## src/rtl/pipeline_ctrl_pkg.sv

```systemverilog
// Shared definitions for the pipeline sequencer.
//   - exception type encodings carried by mem_excepttype
//   - bit positions inside the 6-bit stall vector
//   - FSM state type
//   - stall_vec(): prioritised stall vector from the per-stage requests
package pipeline_ctrl_pkg;

    localparam logic [1:0] EXC_NONE    = 2'b00;
    localparam logic [1:0] EXC_SYSCALL = 2'b01;
    localparam logic [1:0] EXC_BREAK   = 2'b10;
    localparam logic [1:0] EXC_ERTN    = 2'b11;

    localparam int unsigned STALL_PC  = 0;
    localparam int unsigned STALL_IF  = 1;
    localparam int unsigned STALL_ID  = 2;
    localparam int unsigned STALL_EX  = 3;
    localparam int unsigned STALL_MEM = 4;
    localparam int unsigned STALL_WB  = 5;
    localparam int unsigned STALL_W   = 6;

    // Watchdog run-length counter width (covers TIMEOUT up to 2047).
    localparam int unsigned RUN_W = 11;

    typedef enum logic {
        StRun   = 1'b0,
        StDrain = 1'b1
    } state_e;

    // The deepest requesting stage wins; it and every stage upstream of it hold.
    function automatic logic [STALL_W-1:0] stall_vec(
        input logic req_if,
        input logic req_id,
        input logic req_ex,
        input logic req_mem
    );
        logic [STALL_W-1:0] v;
        v = '0;
        if (req_mem) begin
            v[STALL_MEM:STALL_PC] = '1;
        end else if (req_ex) begin
            v[STALL_EX:STALL_PC] = '1;
        end else if (req_id) begin
            v[STALL_ID:STALL_PC] = '1;
        end else if (req_if) begin
            v[STALL_IF:STALL_PC] = '1;
        end
        // Writeback always drains so the stalled instruction can retire.
        v[STALL_WB] = 1'b0;
        return v;
    endfunction

endpackage

```

## src/rtl/pipeline_ctrl_if.sv

```systemverilog
// Bus between the pipeline stages / CSR unit and the pipeline sequencer.
//   master: stage side, drives stall requests, MEM exception info and CSR vectors
//   slave : sequencer side, drives stall, flush, new_pc, exception commit,
//           exception counter and watchdog flag
interface pipeline_ctrl_if #(
    parameter int unsigned CNT_W = 16
);
    logic        stallreq_if;
    logic        stallreq_id;
    logic        stallreq_ex;
    logic        stallreq_mem;
    logic        mem_inst_valid;
    logic [1:0]  mem_excepttype;
    logic [31:0] mem_current_inst_address;
    logic [31:0] csr_eentry;
    logic [31:0] csr_era;

    logic [5:0]       stall;
    logic             flush;
    logic [31:0]      new_pc;
    logic             except_commit;
    logic [31:0]      except_epc;
    logic [CNT_W-1:0] except_count;
    logic             stall_timeout;

    modport master (
        output stallreq_if, stallreq_id, stallreq_ex, stallreq_mem,
        output mem_inst_valid, mem_excepttype, mem_current_inst_address,
        output csr_eentry, csr_era,
        input  stall, flush, new_pc, except_commit, except_epc,
        input  except_count, stall_timeout
    );

    modport slave (
        input  stallreq_if, stallreq_id, stallreq_ex, stallreq_mem,
        input  mem_inst_valid, mem_excepttype, mem_current_inst_address,
        input  csr_eentry, csr_era,
        output stall, flush, new_pc, except_commit, except_epc,
        output except_count, stall_timeout
    );
endinterface

```

## src/rtl/pipeline_ctrl_stall_watchdog.sv

```systemverilog
// Stall watchdog: counts consecutive cycles with the PC stage held and raises a
// sticky flag once the run reaches TIMEOUT cycles.
//   clk           clock
//   rst           asynchronous active-low reset
//   stall_pc      stall[STALL_PC] of the current cycle
//   stall_timeout sticky flag, cleared only by reset
module pipeline_ctrl_stall_watchdog
    import pipeline_ctrl_pkg::*;
#(
    parameter int unsigned TIMEOUT = 1024
) (
    input  logic clk,
    input  logic rst,
    input  logic stall_pc,
    output logic stall_timeout
);

    logic [RUN_W-1:0] stall_run_q, stall_run_d;
    logic             timeout_q, timeout_d;

    always_comb begin
        stall_run_d = stall_run_q;
        timeout_d   = timeout_q;
        if (!stall_pc) begin
            stall_run_d = '0;
        end else begin
            // Saturate instead of wrapping so a very long stall cannot look short.
            if (stall_run_q != '1) begin
                stall_run_d = stall_run_q + 1'b1;
            end
            // This edge is the TIMEOUT-th consecutive stalled edge.
            if (stall_run_q >= RUN_W'(TIMEOUT - 1)) begin
                timeout_d = 1'b1;
            end
        end
    end

    always_ff @(posedge clk or negedge rst) begin
        if (!rst) begin
            stall_run_q <= '0;
            timeout_q   <= 1'b0;
        end else begin
            stall_run_q <= stall_run_d;
            timeout_q   <= timeout_d;
        end
    end

    assign stall_timeout = timeout_q;

endmodule

```

## src/rtl/pipeline_ctrl.sv

```systemverilog
// Central pipeline sequencer.
// Produces the prioritised per-stage stall vector, the flush pulse and redirect
// PC for exceptions/ERTN seen in MEM, runs a post-flush drain window during
// which further exceptions are ignored, counts committed exceptions and
// monitors stall length through a watchdog.
//   clk  clock, all state on the rising edge
//   rst  asynchronous active-low reset
//   bus  slave side of pipeline_ctrl_if (requests in; stall/flush/new_pc,
//        except_commit/except_epc, except_count, stall_timeout out)
module pipeline_ctrl
    import pipeline_ctrl_pkg::*;
#(
    parameter int unsigned DRAIN_CYCLES = 2,
    parameter int unsigned TIMEOUT      = 1024,
    parameter int unsigned CNT_W        = 16
) (
    input  logic           clk,
    input  logic           rst,
    pipeline_ctrl_if.slave bus
);

    state_e           state_q, state_d;
    logic [3:0]       drain_cnt_q, drain_cnt_d;
    logic [CNT_W-1:0] except_count_q, except_count_d;

    logic               except_hit;
    logic [STALL_W-1:0] stall;
    logic               flush;
    logic [31:0]        new_pc;
    logic [31:0]        except_epc;
    logic               stall_timeout;

    // Outputs and next state.
    always_comb begin
        state_d        = state_q;
        drain_cnt_d    = drain_cnt_q;
        except_count_d = except_count_q;
        new_pc         = '0;
        except_epc     = '0;

        // Exception type is only honoured in RUN; DRAIN ignores it entirely.
        except_hit = (state_q == StRun) && bus.mem_inst_valid &&
                     (bus.mem_excepttype != EXC_NONE);

        // The exception flushes everything, so stall requests are dropped
        // for that cycle; requesters must re-assert next cycle.
        if (except_hit) begin
            stall = '0;
        end else begin
            stall = stall_vec(bus.stallreq_if, bus.stallreq_id,
                              bus.stallreq_ex, bus.stallreq_mem);
        end
        flush = except_hit;

        if (except_hit) begin
            except_epc = bus.mem_current_inst_address;
            unique case (bus.mem_excepttype)
                EXC_ERTN:                new_pc = bus.csr_era;
                EXC_SYSCALL, EXC_BREAK:  new_pc = bus.csr_eentry;
                default:                 new_pc = '0;
            endcase
            if (except_count_q != '1) begin
                except_count_d = except_count_q + 1'b1;
            end
        end

        unique case (state_q)
            StRun: begin
                if (except_hit) begin
                    state_d     = StDrain;
                    drain_cnt_d = 4'(DRAIN_CYCLES - 1);
                end
            end
            StDrain: begin
                if (drain_cnt_q == '0) begin
                    state_d = StRun;
                end else begin
                    drain_cnt_d = drain_cnt_q - 1'b1;
                end
            end
            default: begin
                state_d     = StRun;
                drain_cnt_d = '0;
            end
        endcase
    end

    always_ff @(posedge clk or negedge rst) begin
        if (!rst) begin
            state_q        <= StRun;
            drain_cnt_q    <= '0;
            except_count_q <= '0;
        end else begin
            state_q        <= state_d;
            drain_cnt_q    <= drain_cnt_d;
            except_count_q <= except_count_d;
        end
    end

    pipeline_ctrl_stall_watchdog #(
        .TIMEOUT(TIMEOUT)
    ) u_stall_watchdog (
        .clk          (clk),
        .rst          (rst),
        .stall_pc     (stall[STALL_PC]),
        .stall_timeout(stall_timeout)
    );

    assign bus.stall         = stall;
    assign bus.flush         = flush;
    assign bus.new_pc        = new_pc;
    assign bus.except_commit = except_hit;
    assign bus.except_epc    = except_epc;
    assign bus.except_count  = except_count_q;
    assign bus.stall_timeout = stall_timeout;

endmodule

```

## src/flat_wrapper.sv

```systemverilog
// flat-port wrapper written by rule: the top's interface ports become plain ports
module pipeline_ctrl_flat import pipeline_ctrl_pkg::*;
#(
    parameter int unsigned DRAIN_CYCLES = 2,
    parameter int unsigned TIMEOUT      = 1024,
    parameter int unsigned CNT_W        = 16
)
  (clk, rst, bus_stallreq_if, bus_stallreq_id, bus_stallreq_ex, bus_stallreq_mem, bus_mem_inst_valid, bus_mem_excepttype, bus_mem_current_inst_address, bus_csr_eentry, bus_csr_era, bus_stall, bus_flush, bus_new_pc, bus_except_commit, bus_except_epc, bus_except_count, bus_stall_timeout);
  pipeline_ctrl_if #(.CNT_W(CNT_W)) bus_i ();
  input  logic clk;
  input  logic rst;
  input wire logic [$bits(bus_i.stallreq_if)-1:0] bus_stallreq_if;
  input wire logic [$bits(bus_i.stallreq_id)-1:0] bus_stallreq_id;
  input wire logic [$bits(bus_i.stallreq_ex)-1:0] bus_stallreq_ex;
  input wire logic [$bits(bus_i.stallreq_mem)-1:0] bus_stallreq_mem;
  input wire logic [$bits(bus_i.mem_inst_valid)-1:0] bus_mem_inst_valid;
  input wire logic [$bits(bus_i.mem_excepttype)-1:0] bus_mem_excepttype;
  input wire logic [$bits(bus_i.mem_current_inst_address)-1:0] bus_mem_current_inst_address;
  input wire logic [$bits(bus_i.csr_eentry)-1:0] bus_csr_eentry;
  input wire logic [$bits(bus_i.csr_era)-1:0] bus_csr_era;
  output wire logic [$bits(bus_i.stall)-1:0] bus_stall;
  output wire logic [$bits(bus_i.flush)-1:0] bus_flush;
  output wire logic [$bits(bus_i.new_pc)-1:0] bus_new_pc;
  output wire logic [$bits(bus_i.except_commit)-1:0] bus_except_commit;
  output wire logic [$bits(bus_i.except_epc)-1:0] bus_except_epc;
  output wire logic [$bits(bus_i.except_count)-1:0] bus_except_count;
  output wire logic [$bits(bus_i.stall_timeout)-1:0] bus_stall_timeout;
  assign bus_i.stallreq_if = bus_stallreq_if;
  assign bus_i.stallreq_id = bus_stallreq_id;
  assign bus_i.stallreq_ex = bus_stallreq_ex;
  assign bus_i.stallreq_mem = bus_stallreq_mem;
  assign bus_i.mem_inst_valid = bus_mem_inst_valid;
  assign bus_i.mem_excepttype = bus_mem_excepttype;
  assign bus_i.mem_current_inst_address = bus_mem_current_inst_address;
  assign bus_i.csr_eentry = bus_csr_eentry;
  assign bus_i.csr_era = bus_csr_era;
  assign bus_stall = bus_i.stall;
  assign bus_flush = bus_i.flush;
  assign bus_new_pc = bus_i.new_pc;
  assign bus_except_commit = bus_i.except_commit;
  assign bus_except_epc = bus_i.except_epc;
  assign bus_except_count = bus_i.except_count;
  assign bus_stall_timeout = bus_i.stall_timeout;
  pipeline_ctrl #(.DRAIN_CYCLES(DRAIN_CYCLES), .TIMEOUT(TIMEOUT), .CNT_W(CNT_W)) u_core (.clk(clk), .rst(rst), .bus(bus_i));
endmodule
```

## config.mk

```make
export PLATFORM = sky130hd
export DESIGN_NAME = pipeline_ctrl_flat
export DESIGN_NICKNAME = d
export VERILOG_FILES = /design/src/rtl/pipeline_ctrl_pkg.sv /design/src/rtl/pipeline_ctrl_if.sv /design/src/rtl/pipeline_ctrl_stall_watchdog.sv /design/src/rtl/pipeline_ctrl.sv /design/src/flat_wrapper.sv
export SDC_FILE = /design/constraint.sdc
export NUM_CORES = 1
export LEC_CHECK = 0
export CAP_MARGIN = 20
export CORE_UTILIZATION = 35
export DETAILED_ROUTE_END_ITERATION = 6
export PLACE_DENSITY = 0.94
export SLEW_MARGIN = 0
export SYNTH_ARGS = -nofsm -noshare
export SYNTH_HDL_FRONTEND = slang
export SYNTH_SLANG_ARGS = --single-unit
```

## constraint.sdc

```tcl
create_clock -name clk -period 6.53 [get_ports clk]
set_input_delay 1.306 -clock clk [delete_from_list [all_inputs] [get_ports clk]]
set_output_delay 1.306 -clock clk [all_outputs]
set_load 0.03 [all_outputs]
```

==> Yosys cells after proc, flatten, opt, wreduce, memory -nomap -nowiden <==
Index checks and enable logic that the tools add are counted.
{ "word_totals": {"regBits": 33, "input_bits": 105, "out_inout_bits": 89, "word_cells": 45} }
{ "classes": {"n_addsub": 3, "n_lt_le_gt_ge": 1, "eq_ne": 8, "n_mux": 19, "bitwise": 1, "n_reduce_logical": 8} }
{ "ops": {"columns": ["cell", "n"], "rows": [
  ["$mux 32", 2],
  ["$pmux 32 s2", 1],
  ["$mux 11", 2],
  ["$add 16x1->16 const B", 1],
  ["$ne 16x16->1 const B", 1],
  ["$mux 4", 3],
  ["$add 11x1->11 const B", 1],
  ["$ge 11x10->1 const B", 1],
  ["$ne 11x11->1 const B", 1],
  ["$pmux 4 s2", 1],
  ["$reduce_and 2->1", 3],
  ["$mux 1", 5],
  ["$mux 5", 1],
  ["$eq 2x2->1 const B", 2],
  ["$logic_not 4->1", 1],
  ["$mux 2", 2],
  ["$ne 2x2->1 const B", 2],
  ["$sub 4x1->4 const B", 1],
  ["$mux 3", 1],
  ["$eq 2x1->1 const B", 1],
  ["$logic_and 1x1->1", 2],
  ["$ne 2x1->1 const B", 1],
  ["$pmux 1 s2", 1],
  ["$reduce_bool 2->1", 1],
  ["other kinds (2)", 2]
]} }

==> Depth between registers and ports, before layout <==
{ "logic_depth": {"depth_word": 6, "depth_mapped": 9, "depth_no_buf": 8} }

==> Cells and area by module <==
A second synthesis with hierarchy kept.
{ "unflattened": {"hier_cells": 275, "area_unflattened_um2": 2339.7} }
{ "modules_own_cells": {"columns": ["mod", "instances", "cells_per_inst", "area_each_um2", "seq_area_each_um2"], "rows": [
  ["pipeline_ctrl", 1, 217, 1750.4, 525.5],
  ["pipeline_ctrl_stall_watchdog", 1, 58, 589.3, 300.3]
]} }

==> Worst setup path before layout <==
Ideal clock, no wire load.
{ "synth_timing": {"path_type": "in2out", "from": "input bus_mem_excepttype[0]", "to": "output bus_except_epc[26]", "arrival_time_ns": 3.145, "t_required_ns": 5.224, "setup_slack_ns": 2.079, "path_stages": 8, "n_path_buf": 3, "cell_sequence": "inv_1 -> ha_1 -> or3b_1 -> buf_6 -> inv_1 -> clkbuf_1 -> clkbuf_1 -> and2_1"} }
{ "synth_via": {"elab_chain_cells": 3} }
{ "synth_rtl": {"columns": ["element", "line_no", "source"], "rows": [
  ["start, declared", "flat_wrapper.sv:17", "input wire logic [$bits(bus_i.mem_excepttype)-1:0] bus_mem_excepttype;"],
  ["$reduce_bool 2->1", "pipeline_ctrl.sv:43", "(bus.mem_excepttype != EXC_NONE);"],
  ["$logic_and 1x1->1", "pipeline_ctrl.sv:42", "except_hit = (state_q == StRun) && bus.mem_inst_valid &&"],
  ["named net bus_except_commit", "flat_wrapper.sv:24", "output wire logic [$bits(bus_i.except_commit)-1:0] bus_except_commit;"],
  ["$mux 32", "pipeline_ctrl.sv:55", "if (except_hit) begin"],
  ["end, declared", "flat_wrapper.sv:25", "output wire logic [$bits(bus_i.except_epc)-1:0] bus_except_epc;"]
]} }
The timed path passes the listed nets, and every way through them passes these cells.

==> Final worst setup path <==
{ "layout_timing": {"from": "input bus_mem_excepttype[0]", "to": "output bus_new_pc[16]"} }
{ "layout_via": {"elab_chain_cells": 4, "elab_cells_between_ends": 8, "cone_classes": "3 x eq/ne; 2 x mux; 3 x reduce/logical"} }
{ "layout_rtl": {"columns": ["element", "line_no", "source"], "rows": [
  ["$eq 2x1->1 / $eq 2x2->1 (equally long branches)", "pipeline_ctrl.sv:57", "unique case (bus.mem_excepttype)"],
  ["$reduce_or 2->1", "pipeline_ctrl.sv:57", null],
  ["$pmux 32 s2", "pipeline_ctrl.sv:57", null],
  ["$mux 32 (*)", "pipeline_ctrl.sv:55", null],
  ["end, declared", "flat_wrapper.sv:23", "output wire logic [$bits(bus_i.new_pc)-1:0] bus_new_pc;"]
]} }
Every way passes the cells marked *; elsewhere a longest branch is shown, timed or not.

==> out/metrics.yaml <==
grt_first_pass_wirelength_microns: 12500
crit-reg2reg-launch: "u_core.state_q"
reg2regPathDepth: 5
port_buffers: 192
final_cell_mix: "sky130_fd_sc_hd__clkdlybuf4s50_1 (192), sky130_fd_sc_hd__nor2_1 (50), sky130_fd_sc_hd__and2_1 (34)"
cts_hold_buffers: 0
tightest_pin_transition_ns: 0.961
post-synth-top-area-fraction_pct: 35.6
routabilityCongestion: 0.798
critical_path_arrival_ns: 3.89
synth-compound-area-share_pct: 17.5
totalPowerFinal_mw: 1.03
cpPeakStageDelay_ns: 0.92
kind_of_end_point_of_the_critical_path: "output pin"
nets: 572
setup-tns-final_ns: 0
synth_seq_area_share_pct: 35.6
xor_xnor_share_of_the_synthesized_area_pct: 6.79
reg2reg_to: "u_core.bus.except_count[13]"
reg2reg_setup_slack_ns: 4.35
cap_viol_max_count: 0
netlist_area_sq_um: 2320
finalSetupViolCount: 0
tritoncts_clock_tree: "yes"
synthMuxAreaShare_pct: 1.40
firstDrtPassIters: 5
holdWs_ns: 0.468
syn-num-nets: 390
number_of_global_route_vias_before_repair: 2611
placementRows: 29
drive_gt1_share_pct: 3.68
drc_errors: 0
dr.first_iter.drc_count: 124
dr_vias: 2751
synthesized_area_per_cell_sq_um: 8.29
die_area_sq_um: 6960
start_kind: "primary input"
worstHoldEndpoint: "u_core.u_stall_watchdog.stall_timeout"
wl_per_cell_microns: 14.5
clkSinkCount: 33
cts-buffers-inserted: 5
syn_inst: 280
globalRouteTotalUtil_pct: 22.1
final_hold_viol_count: 0
critical_path.cell_chain: "clkdlybuf4s50_1 -> inv_1 -> ha_1 -> a22oi_1 -> nor2_1 -> clkdlybuf4s50_1"
cell_depth_of_the_worst_hold_path: 1
critical_path.slowest_cell: "sky130_fd_sc_hd__ha_1"
post_cts_resize_count: 0
floorplan.initialDensity_pct: 36.4
timing.fmax_ghz: 0.193
worst_ir_drop_vdd_mv: 0.133
grt_start_max_net_pins: 45
synth_top_family_by_area: "simple AND/OR/NAND/NOR gates"
timing.final.crit_period_ns: 5.19
power_per_cell_area_nw_per_um2: 236
drv_slew: 0
yosys.area.top_type: "sky130_fd_sc_hd__dfrtp_1"
timing.hold.worst.start: "u_core.u_stall_watchdog.stall_timeout"
final.fill_count: 505
core_area_sq_um: 6390
min_path_type: "reg2reg"
worst_path_clk_slew_ns: 0.06
synth-seq-cells: 33
grt.overflow.total: 0
synthAdderAreaFrac_pct: 2.69
die-height_microns: 83.5
area.growth.synth_to_final_pct: 88.4
ioPinCount: 194
remaining_antenna_violation_count_after_routing: 0
max_slew_margin_pct: 35.9
static-leakage-power_nw: 1.73
number_of_h_tree_levels: 2
final_core_utilization_pct: 68.5
antennaDiodeCount: 0
number_of_antenna_violations_at_the_first_check_in_global_routing: 0
skew_ns: 0.00869
post-route-cell-area_sq_um: 4380
postCtsSetupRepairBufs: 0
wl_microns: 7820
path_max_fanout: 32
rsz_0062_raised_after_global_routing: "false"
netlist-cell-type-count: 40
yosys-top-cells-area: "sky130_fd_sc_hd__dfrtp_1 (36%), sky130_fd_sc_hd__a22oi_1 (10%), sky130_fd_sc_hd__and2_1 (9.2%)"
outcome: "completed"
mostFrequentLayoutCell: "sky130_fd_sc_hd__clkdlybuf4s50_1"
timing.final.crit_share_pct: 79.5
worstSkewPairLatency_ns: 0.28
synthSimpleGateAreaFrac_pct: 30.1
path_common_cell: "sky130_fd_sc_hd__clkdlybuf4s50_1"
yosysWarningCount: 0
ctsRootBufferMaster: "sky130_fd_sc_hd__clkbuf_8"
place_hpwl_microns: 6190
timing.setup.critical_path_class: "in2out"
dpl-instance-area_sq_um: 4260
clk_path_buf_depth: 2
cp_data_required_time_ns: 5.22
horizontal_die_dimension_microns: 83.5
viasPerCell: 5.10
-- metrics by stage --
| step | setup slack (ns) | instances |
|---|---|---|
| 3_3_place_gp | 1.35 | 531 |
| 6_report | 1.34 | 539 |
| 3_5_place_dp | 1.31 | 531 |
| 5_1_grt | 1.15 | 539 |
| 2_1_floorplan | 2.08 | 280 |
| 4_1_cts | 1.31 | 538 |
-- logic make-up (layout without fill, tap and decap cells) --
family          Yosys count  after routing
other cells               1              1
fa+ha+maj                 5              5
xor+xnor                 18             18
mux                       3              3
simple gates            133            133
flops                    33             33
compound gates           57             57
buf+inv                  30            212
-- critical path: cells and delay by family --
| family | cells | cell delay [ns] |
|---|---|---|
| buf+inv | 3 | 1.24 |
| compound gates | 1 | 0.23 |
| simple gates | 1 | 0.19 |
| fa+ha+maj | 1 | 0.92 |
-- per-layer routing --
| metal | vias to the layer above | share of wire [%] | track usage, % | routed length, microns |
|---|---|---|---|---|
| li1 | 1348 | - | - | - |
| met1 | 1284 | 37 | 24.5 | 2880 |
| met2 | 105 | 55 | 41.7 | 4300 |
| met3 | 14 | 6.2 | 5.14 | 486 |
| met4 | 0 | 1.9 | 7.09 | 150 |
| met5 | - | 0 | 0 | 0 |
-- flip-flops by register name, indices dropped and copies added, names as in the netlist --
name                                   count
u_core.bus.except_count                   16
u_core.drain_cnt_q                         4
u_core.state_q                             1
u_core.u_stall_watchdog.stall_run_q       11
u_core.u_stall_watchdog.stall_timeout      1
-- worst max path at each step --
| stage | from | to | slack, ns | depth (start not counted) |
|---|---|---|---|---|
| floorplan | bus_mem_excepttype[0] | bus_except_epc[26] | 2.08 | 8 |
| global placement | bus_mem_excepttype[0] | bus_new_pc[19] | 1.35 | 6 |
| detailed placement | bus_mem_excepttype[0] | bus_new_pc[19] | 1.31 | 6 |
| CTS | bus_mem_excepttype[0] | bus_new_pc[19] | 1.31 | 6 |
| global route | bus_mem_excepttype[1] | bus_new_pc[18] | 1.15 | 6 |
| finish | bus_mem_excepttype[0] | bus_new_pc[16] | 1.34 | 6 |
-- Yosys cell counts, drive strengths merged --
cell    instances
nand2b          1
a22oi          32
a21boi          1
or4             2
ha              5
or3b            1
a21oi           7
o211ai          2
conb            1
o21a            1
mux2i           1
a21o            1
nor4b           2
nor4            5
o31ai           2
xor2           13
mux2            2
a211oi          3
or3             3
nand3           8
o21ai           4
dfrtp          33
o41ai           1
a311oi          1
a31o            1
nand4           7
o311ai          1
clkbuf         16
nor3            9
buf             5
inv             9
and2           34
xnor2           5
nor2           50
nand2           8
and3            3
-- layout make-up --
| type | count | area (sq um) | share of cell area, % |
|---|---|---|---|
| sequential | 33 | 826 | 18.9 |
| clock buffer | 7 | 86.3 | 1.97 |
| tap | 77 | 96.3 | 2.20 |
| timing repair buffer | 196 | 1970 | 45.1 |
| inverter | 9 | 33.8 | 0.772 |
| multi-input combinational | 217 | 1360 | 31.1 |
-- report_power, final --
group          internal (mW)  switching [mW]
Sequential             0.256          0.0580
Clock                 0.0835          0.0691
Combinational          0.262           0.306
Total                  0.602           0.433
No activity file was read; power rests on OpenSTA's default activity.
